==> src/rtl/conv_out_requant_if.sv <==
// conv_out_requant_if: y input stream, z output stream and debug counter of the requantizer
interface conv_out_requant_if;
  logic signed [17:0] s_data_in_y;
  logic               s_valid_y;
  logic               s_ready_y;
  logic        [7:0]  m_data_out_z;
  logic               m_valid_z;
  logic               m_ready_z;
  logic               m_last_z;
  logic        [7:0]  sat_count;
  modport slave (
    input  s_data_in_y, s_valid_y, m_ready_z,
    output s_ready_y, m_data_out_z, m_valid_z, m_last_z, sat_count
  );
  modport master (
    output s_data_in_y, s_valid_y, m_ready_z,
    input  s_ready_y, m_data_out_z, m_valid_z, m_last_z, sat_count
  );
endinterface

==> src/rtl/conv_out_requant.sv <==
// conv_out_requant: round-shift, optional ReLU, 8-bit saturation, FIFO-buffered output with vector last flag
module conv_out_requant #(
  parameter int OUT_LEN  = 5,
  parameter int DEPTH    = 4,
  parameter int LOGDEPTH = 2,
  parameter int SHIFT    = 4,
  parameter int RELU     = 1
) (
  input logic clk,
  input logic reset,
  conv_out_requant_if.slave bus
);
  localparam int PW = OUT_LEN > 1 ? $clog2(OUT_LEN) : 1;
  localparam logic signed [18:0] RND = SHIFT > 0 ? 19'sd1 <<< (SHIFT > 0 ? SHIFT - 1 : 0) : 19'sd0;
  logic [8:0]          mem_q [DEPTH];
  logic [LOGDEPTH-1:0] wr_q, wr_d, rd_q, rd_d;
  logic [LOGDEPTH:0]   cnt_q, cnt_d;
  logic [PW-1:0]       pos_q, pos_d;
  logic [7:0]          sat_q, sat_d;
  logic signed [18:0]  sum, r, rr;
  logic                hi, lo, push, pop, last;
  logic [7:0]          q;
  logic [8:0]          head;
  always_comb begin
    sum  = 19'({bus.s_data_in_y[17], bus.s_data_in_y}) + RND;
    r    = sum >>> SHIFT;
    rr   = (RELU != 0 && r < 0) ? 19'sd0 : r;
    hi   = rr > 19'sd127;
    lo   = rr < -19'sd128;
    q    = hi ? 8'h7f : lo ? 8'h80 : rr[7:0];
    push = bus.s_valid_y && bus.s_ready_y;
    pop  = bus.m_valid_z && bus.m_ready_z;
    last = pos_q == PW'(OUT_LEN - 1);
    wr_d  = push ? (wr_q == LOGDEPTH'(DEPTH - 1) ? '0 : wr_q + 1'b1) : wr_q;
    rd_d  = pop ? (rd_q == LOGDEPTH'(DEPTH - 1) ? '0 : rd_q + 1'b1) : rd_q;
    cnt_d = cnt_q + (LOGDEPTH + 1)'(push) - (LOGDEPTH + 1)'(pop);
    pos_d = push ? (last ? '0 : pos_q + 1'b1) : pos_q;
    sat_d = (push && (hi || lo) && sat_q != 8'hff) ? sat_q + 8'd1 : sat_q;
  end
  always_ff @(posedge clk) begin
    if (reset) begin
      wr_q  <= '0;
      rd_q  <= '0;
      cnt_q <= '0;
      pos_q <= '0;
      sat_q <= '0;
    end else begin
      wr_q  <= wr_d;
      rd_q  <= rd_d;
      cnt_q <= cnt_d;
      pos_q <= pos_d;
      sat_q <= sat_d;
    end
  end
  // Storage holds no reset; empty entries are masked at the output.
  always_ff @(posedge clk) begin
    if (push) mem_q[wr_q] <= {last, q};
  end
  assign head             = mem_q[rd_q];
  assign bus.s_ready_y    = !reset && (cnt_q < (LOGDEPTH + 1)'(DEPTH));
  assign bus.m_valid_z    = cnt_q != '0;
  assign bus.m_data_out_z = bus.m_valid_z ? head[7:0] : 8'h00;
  assign bus.m_last_z     = bus.m_valid_z && head[8];
  assign bus.sat_count    = sat_q;
endmodule

==> src/flat_wrapper.sv <==
// flat-port wrapper written by rule: the top's interface ports become plain ports
module conv_out_requant_flat 
#(
  parameter int OUT_LEN  = 5,
  parameter int DEPTH    = 4,
  parameter int LOGDEPTH = 2,
  parameter int SHIFT    = 4,
  parameter int RELU     = 1
)
  (clk, reset, bus_s_data_in_y, bus_s_valid_y, bus_m_ready_z, bus_s_ready_y, bus_m_data_out_z, bus_m_valid_z, bus_m_last_z, bus_sat_count);
  conv_out_requant_if bus_i ();
  input logic clk;
  input logic reset;
  input wire logic [$bits(bus_i.s_data_in_y)-1:0] bus_s_data_in_y;
  input wire logic [$bits(bus_i.s_valid_y)-1:0] bus_s_valid_y;
  input wire logic [$bits(bus_i.m_ready_z)-1:0] bus_m_ready_z;
  output wire logic [$bits(bus_i.s_ready_y)-1:0] bus_s_ready_y;
  output wire logic [$bits(bus_i.m_data_out_z)-1:0] bus_m_data_out_z;
  output wire logic [$bits(bus_i.m_valid_z)-1:0] bus_m_valid_z;
  output wire logic [$bits(bus_i.m_last_z)-1:0] bus_m_last_z;
  output wire logic [$bits(bus_i.sat_count)-1:0] bus_sat_count;
  assign bus_i.s_data_in_y = bus_s_data_in_y;
  assign bus_i.s_valid_y = bus_s_valid_y;
  assign bus_i.m_ready_z = bus_m_ready_z;
  assign bus_s_ready_y = bus_i.s_ready_y;
  assign bus_m_data_out_z = bus_i.m_data_out_z;
  assign bus_m_valid_z = bus_i.m_valid_z;
  assign bus_m_last_z = bus_i.m_last_z;
  assign bus_sat_count = bus_i.sat_count;
  conv_out_requant #(.OUT_LEN(OUT_LEN), .DEPTH(DEPTH), .LOGDEPTH(LOGDEPTH), .SHIFT(SHIFT), .RELU(RELU)) u_core (.clk(clk), .reset(reset), .bus(bus_i));
endmodule
==> config.mk <==
export PLATFORM = sky130hd
export DESIGN_NAME = conv_out_requant_flat
export DESIGN_NICKNAME = d
export VERILOG_FILES = /design/src/rtl/conv_out_requant_if.sv /design/src/rtl/conv_out_requant.sv /design/src/flat_wrapper.sv
export SDC_FILE = /design/constraint.sdc
export NUM_CORES = 1
export LEC_CHECK = 0
export BUFFER_PORTS_ARGS = -buffer_cell sky130_fd_sc_hd__buf_2
export CORE_ASPECT_RATIO = 0.75
export CORE_MARGIN = 4
export CORE_UTILIZATION = 50
export DETAILED_ROUTE_END_ITERATION = 7
export HOLD_SLACK_MARGIN = 0.1
export PLACE_DENSITY = 0.72
export SLEW_MARGIN = 25
export SYNTH_ARGS = -nofsm -noshare
export SYNTH_HDL_FRONTEND = slang
export SYNTH_SLANG_ARGS = --single-unit
export TNS_END_PERCENT = 100
==> constraint.sdc <==
create_clock -name clk -period 3.1 [get_ports clk]
set_input_delay 0.62 -clock clk [delete_from_list [all_inputs] [get_ports clk]]
set_output_delay 0.62 -clock clk [all_outputs]
set_load 0.02 [all_outputs]
==> impl_metrics.env <==
export IMPL_skew_ps=11.8
export IMPL_wire_per_inst_um=14.2
export IMPL_rsz0062_at_grt="no"
export IMPL_synth_top_cell_by_area="edfxtp_1"
export IMPL_cts_root_buf="clkbuf_8"
export IMPL_worstSetupPathType="flop to output pin"
export IMPL_p_int_w=0.00126
export IMPL_ant_nets=0
export IMPL_wl_mm=4.71
export IMPL_synth_most_common_cell="edfxtp_1"
export IMPL_crit_chain="mux4_2 > and2_1 > buf_2"
export IMPL_synth_ff_type="edfxtp_1"
export IMPL_multiInputGateArea_mm2=0.00112
export IMPL_leakage_nw=1.16
export IMPL_pin_count=41
export IMPL_fp_dieW_um=92.0
export IMPL_status="completed"
export IMPL_hold_class="flop to flop"
export IMPL_synth_common_cells="edfxtp_1, dfxtp_1, nand2_1"
export IMPL_synth_distinct_cells=45
export IMPL_clock_fmax_mhz=392
export IMPL_power_frac_comb=0.293
export IMPL_gp_congestion=0.757
export IMPL_cts_buffers=5
export IMPL_period_minus_slack_ps=2550
export IMPL_critical_path_top_delay_family="flip-flops"
export IMPL_r2r_start="u_core.cnt_q[1]"
export IMPL_final_setup_tns_ps=0
export IMPL_postCtsSetupRepairBufs=0
export IMPL_seq_area_frac_synth=0.560
export IMPL_layout_drive_gt1_share=0.247
export IMPL_yosys_register_bits=56
export IMPL_finalCoreUtilization=0.605
export IMPL_cts_buffer_depth=2
export IMPL_synth_top_area_share=0.408
export IMPL_drcViolationCount=0
export IMPL_drt_first_pass_iters=4
export IMPL_cts_tree="built"
export IMPL_syn2layout_area_growth_pct=14.4
export IMPL_reg2reg_slack_ps=550
export IMPL_p_switching_w=0.000604
export IMPL_cp_arrival_ps=1930
export IMPL_place_inst=323
export IMPL_worstRegToRegCells=11
export IMPL_drt_iter0_markers=83
export IMPL_cap_violations=0
export IMPL_whs_path_depth=2
export IMPL_fill_cells=419
export IMPL_path_clk_slew_ps=100
export IMPL_whs_endpoint="u_core.pos_q[1]"
export IMPL_ys_warn_count=0
export IMPL_slew_violations=0
export IMPL_critical_path_required_ps=2480
export IMPL_hpwlAfterDp_mm=3.63
export IMPL_antenna_found_initial=0
export IMPL_die_h_um=71.0
export IMPL_slowest_delay_ps=710
export IMPL_grt_first_pass_wirelength_mm=8.23
export IMPL_min_from="u_core.pos_q[1]"
export IMPL_p_sw_frac=0.324
export IMPL_crit_buf_inv=1
export IMPL_worst_pin_slew_ps=603
export IMPL_clk_latency_ps=310
export IMPL_synth_edf_count=36
export IMPL_finalSetupViolCount=0
export IMPL_register_area_mm2=0.00148
export IMPL_clock_power_share=0.214
export IMPL_vias_per_cell=5.30
export IMPL_start_kind="flop"
export IMPL_grt_pass1_vias=1761
export IMPL_finalHoldViolations=0
export IMPL_finalNonFillerCells=331
export IMPL_r2r_end="u_core.cnt_q[2]"
export IMPL_initial_utilization=0.528
export IMPL_core_mm2=0.00501
export IMPL_grt_overflow=0
export IMPL_crit_path_end_kind="output pin"
export IMPL_insertedDiodeCount=0
export IMPL_cts_repair_resized=0
export IMPL_hold_buffers=0
export IMPL_avgSynthCellArea_um2=12.4
export IMPL_dieArea_mm2=0.00654
export IMPL_synth_area_mm2=0.00265
export IMPL_cts_sinks=56
export IMPL_syn_inst=213
export IMPL_crit_slowest_cell="dfxtp_1"
export IMPL_p_per_area_mw_per_mm2=615
export IMPL_min_period_over_period=0.824
export IMPL_synth_area_leaders="edfxtp_1, dfxtp_1, mux4_2"
export IMPL_portBuffers=37
export IMPL_holdWs_ps=475
export IMPL_power_frac_seq=0.493
export IMPL_async_reset_ff_frac=0
export IMPL_grt_total_usage=0.160
export IMPL_layout_nets=292
export IMPL_htree_levels=2
export IMPL_vias=1755
export IMPL_maxSlewHeadroom=0.593
export IMPL_irDropWorstVdd_mv=0.314
export IMPL_crit_fanout=9
export IMPL_grt_start_max_net_pins=19
export IMPL_row_count=22
registers in the layout, indices dropped and copies added (netlist names), named ones only:
name,flops
u_core.bus.sat_count,8
u_core.wr_q,2
u_core.pos_q,3
u_core.rd_q,2
u_core.mem_q,36
u_core.cnt_q,3
metrics by stage:
stage | setup WS [ps] | total power, W | area [um2]
floorplan | 523 | 0.00132 | 2660
global placement | 543 | 0.00147 | 2940
detailed placement | 517 | 0.00149 | 2940
CTS | 499 | 0.00189 | 3030
global route | 312 | 0.00199 | 3030
finish | 546 | 0.00186 | 3030
cells by family (layout without fill, tap and decap cells):
| kind of cell | after synthesis | in the layout | synth area share |
|---|---|---|---|
| compound gates | 34 | 34 | 0.0870 |
| xor+xnor | 8 | 8 | 0.0265 |
| fa+ha+maj | 12 | 12 | 0.0595 |
| buf+inv | 14 | 57 | 0.0198 |
| flops | 56 | 56 | 0.560 |
| mux | 12 | 12 | 0.0879 |
| other cells | 1 | 4 | 0.00142 |
| simple gates | 76 | 76 | 0.158 |
power by group through the flow:
stage	clock, W	combinational, W	sequential (W)
after floorplan	0	0.000419	0.000902
after global routing	0.000444	0.000616	0.000933
after detailed placement	0	0.000555	0.000939
final	0.000399	0.000545	0.000919
after global placement	0	0.000533	0.000934
after CTS	0.000408	0.000557	0.000922
how the worst max path moves through the flow:
| stage | from | to | slack [ps] | cells past startpoint |
|---|---|---|---|---|
| after floorplan | reset | u_core.cnt_q[2] | 520 | 10 |
| after detailed placement | bus_s_data_in_y[3] | u_core.bus.sat_count[5] | 520 | 8 |
| after global routing | u_core.cnt_q[1] | u_core.cnt_q[2] | 310 | 11 |
| after CTS | flop | bus_m_data_out_z[4] | 500 | 3 |
| after global placement | bus_s_data_in_y[3] | u_core.bus.sat_count[5] | 540 | 8 |
| final | flop | bus_m_data_out_z[6] | 550 | 3 |
layout make-up:
class | instances | area share
Sequential cell | 56 | 0.489
Multi-Input combinational cell | 146 | 0.371
Timing Repair Buffer | 40 | 0.0686
Tap cell | 72 | 0.0297
Clock buffer | 5 | 0.0227
Inverter | 9 | 0.0112
Clock inverter | 3 | 0.00743
metal layers:
metal / vias up / GRT usage / wire length (um)
li1: 889 / - / -
met1: 812 / 0.221 / 2280
met2: 48 / 0.257 / 2130
met3: 6 / 0.0372 / 241
met4: 0 / 0.0395 / 55
met5: - / 0 / 0
cell usage in the layout, fill, tap and decap left out, types with 2 or more instances in the layout:
| cell type | instances |
|---|---|
| a21oi_1 | 9 |
| ha_1 | 11 |
| or3_1 | 3 |
| nand3b_1 | 2 |
| nor2_1 | 15 |
| nand2_1 | 18 |
| buf_2 | 37 |
| nor3_1 | 4 |
| and3_1 | 7 |
| nand3_1 | 3 |
| inv_1 | 8 |
| mux2i_1 | 3 |
| xnor2_1 | 6 |
| edfxtp_1 | 36 |
| o31ai_1 | 3 |
| conb_1 | 4 |
| xor2_1 | 2 |
| nand4_2 | 2 |
| clkbuf_8 | 5 |
| and4_1 | 2 |
| buf_4 | 3 |
| mux4_2 | 9 |
| dfxtp_1 | 20 |
| or4_1 | 2 |
| o21ai_0 | 10 |
| and2_1 | 11 |
worst register-to-register path, cell delays in order (launching register included):
cell and delay [ps]:
dfxtp_1 360, or3_1 550, nand2_1 210, inv_1 70, ha_1 290, inv_1 60, ha_1 130, inv_1 50
fa_1 370, xor2_1 180, xnor2_1 140, nor2_1 50
Power figures use the tool's default switching activity.
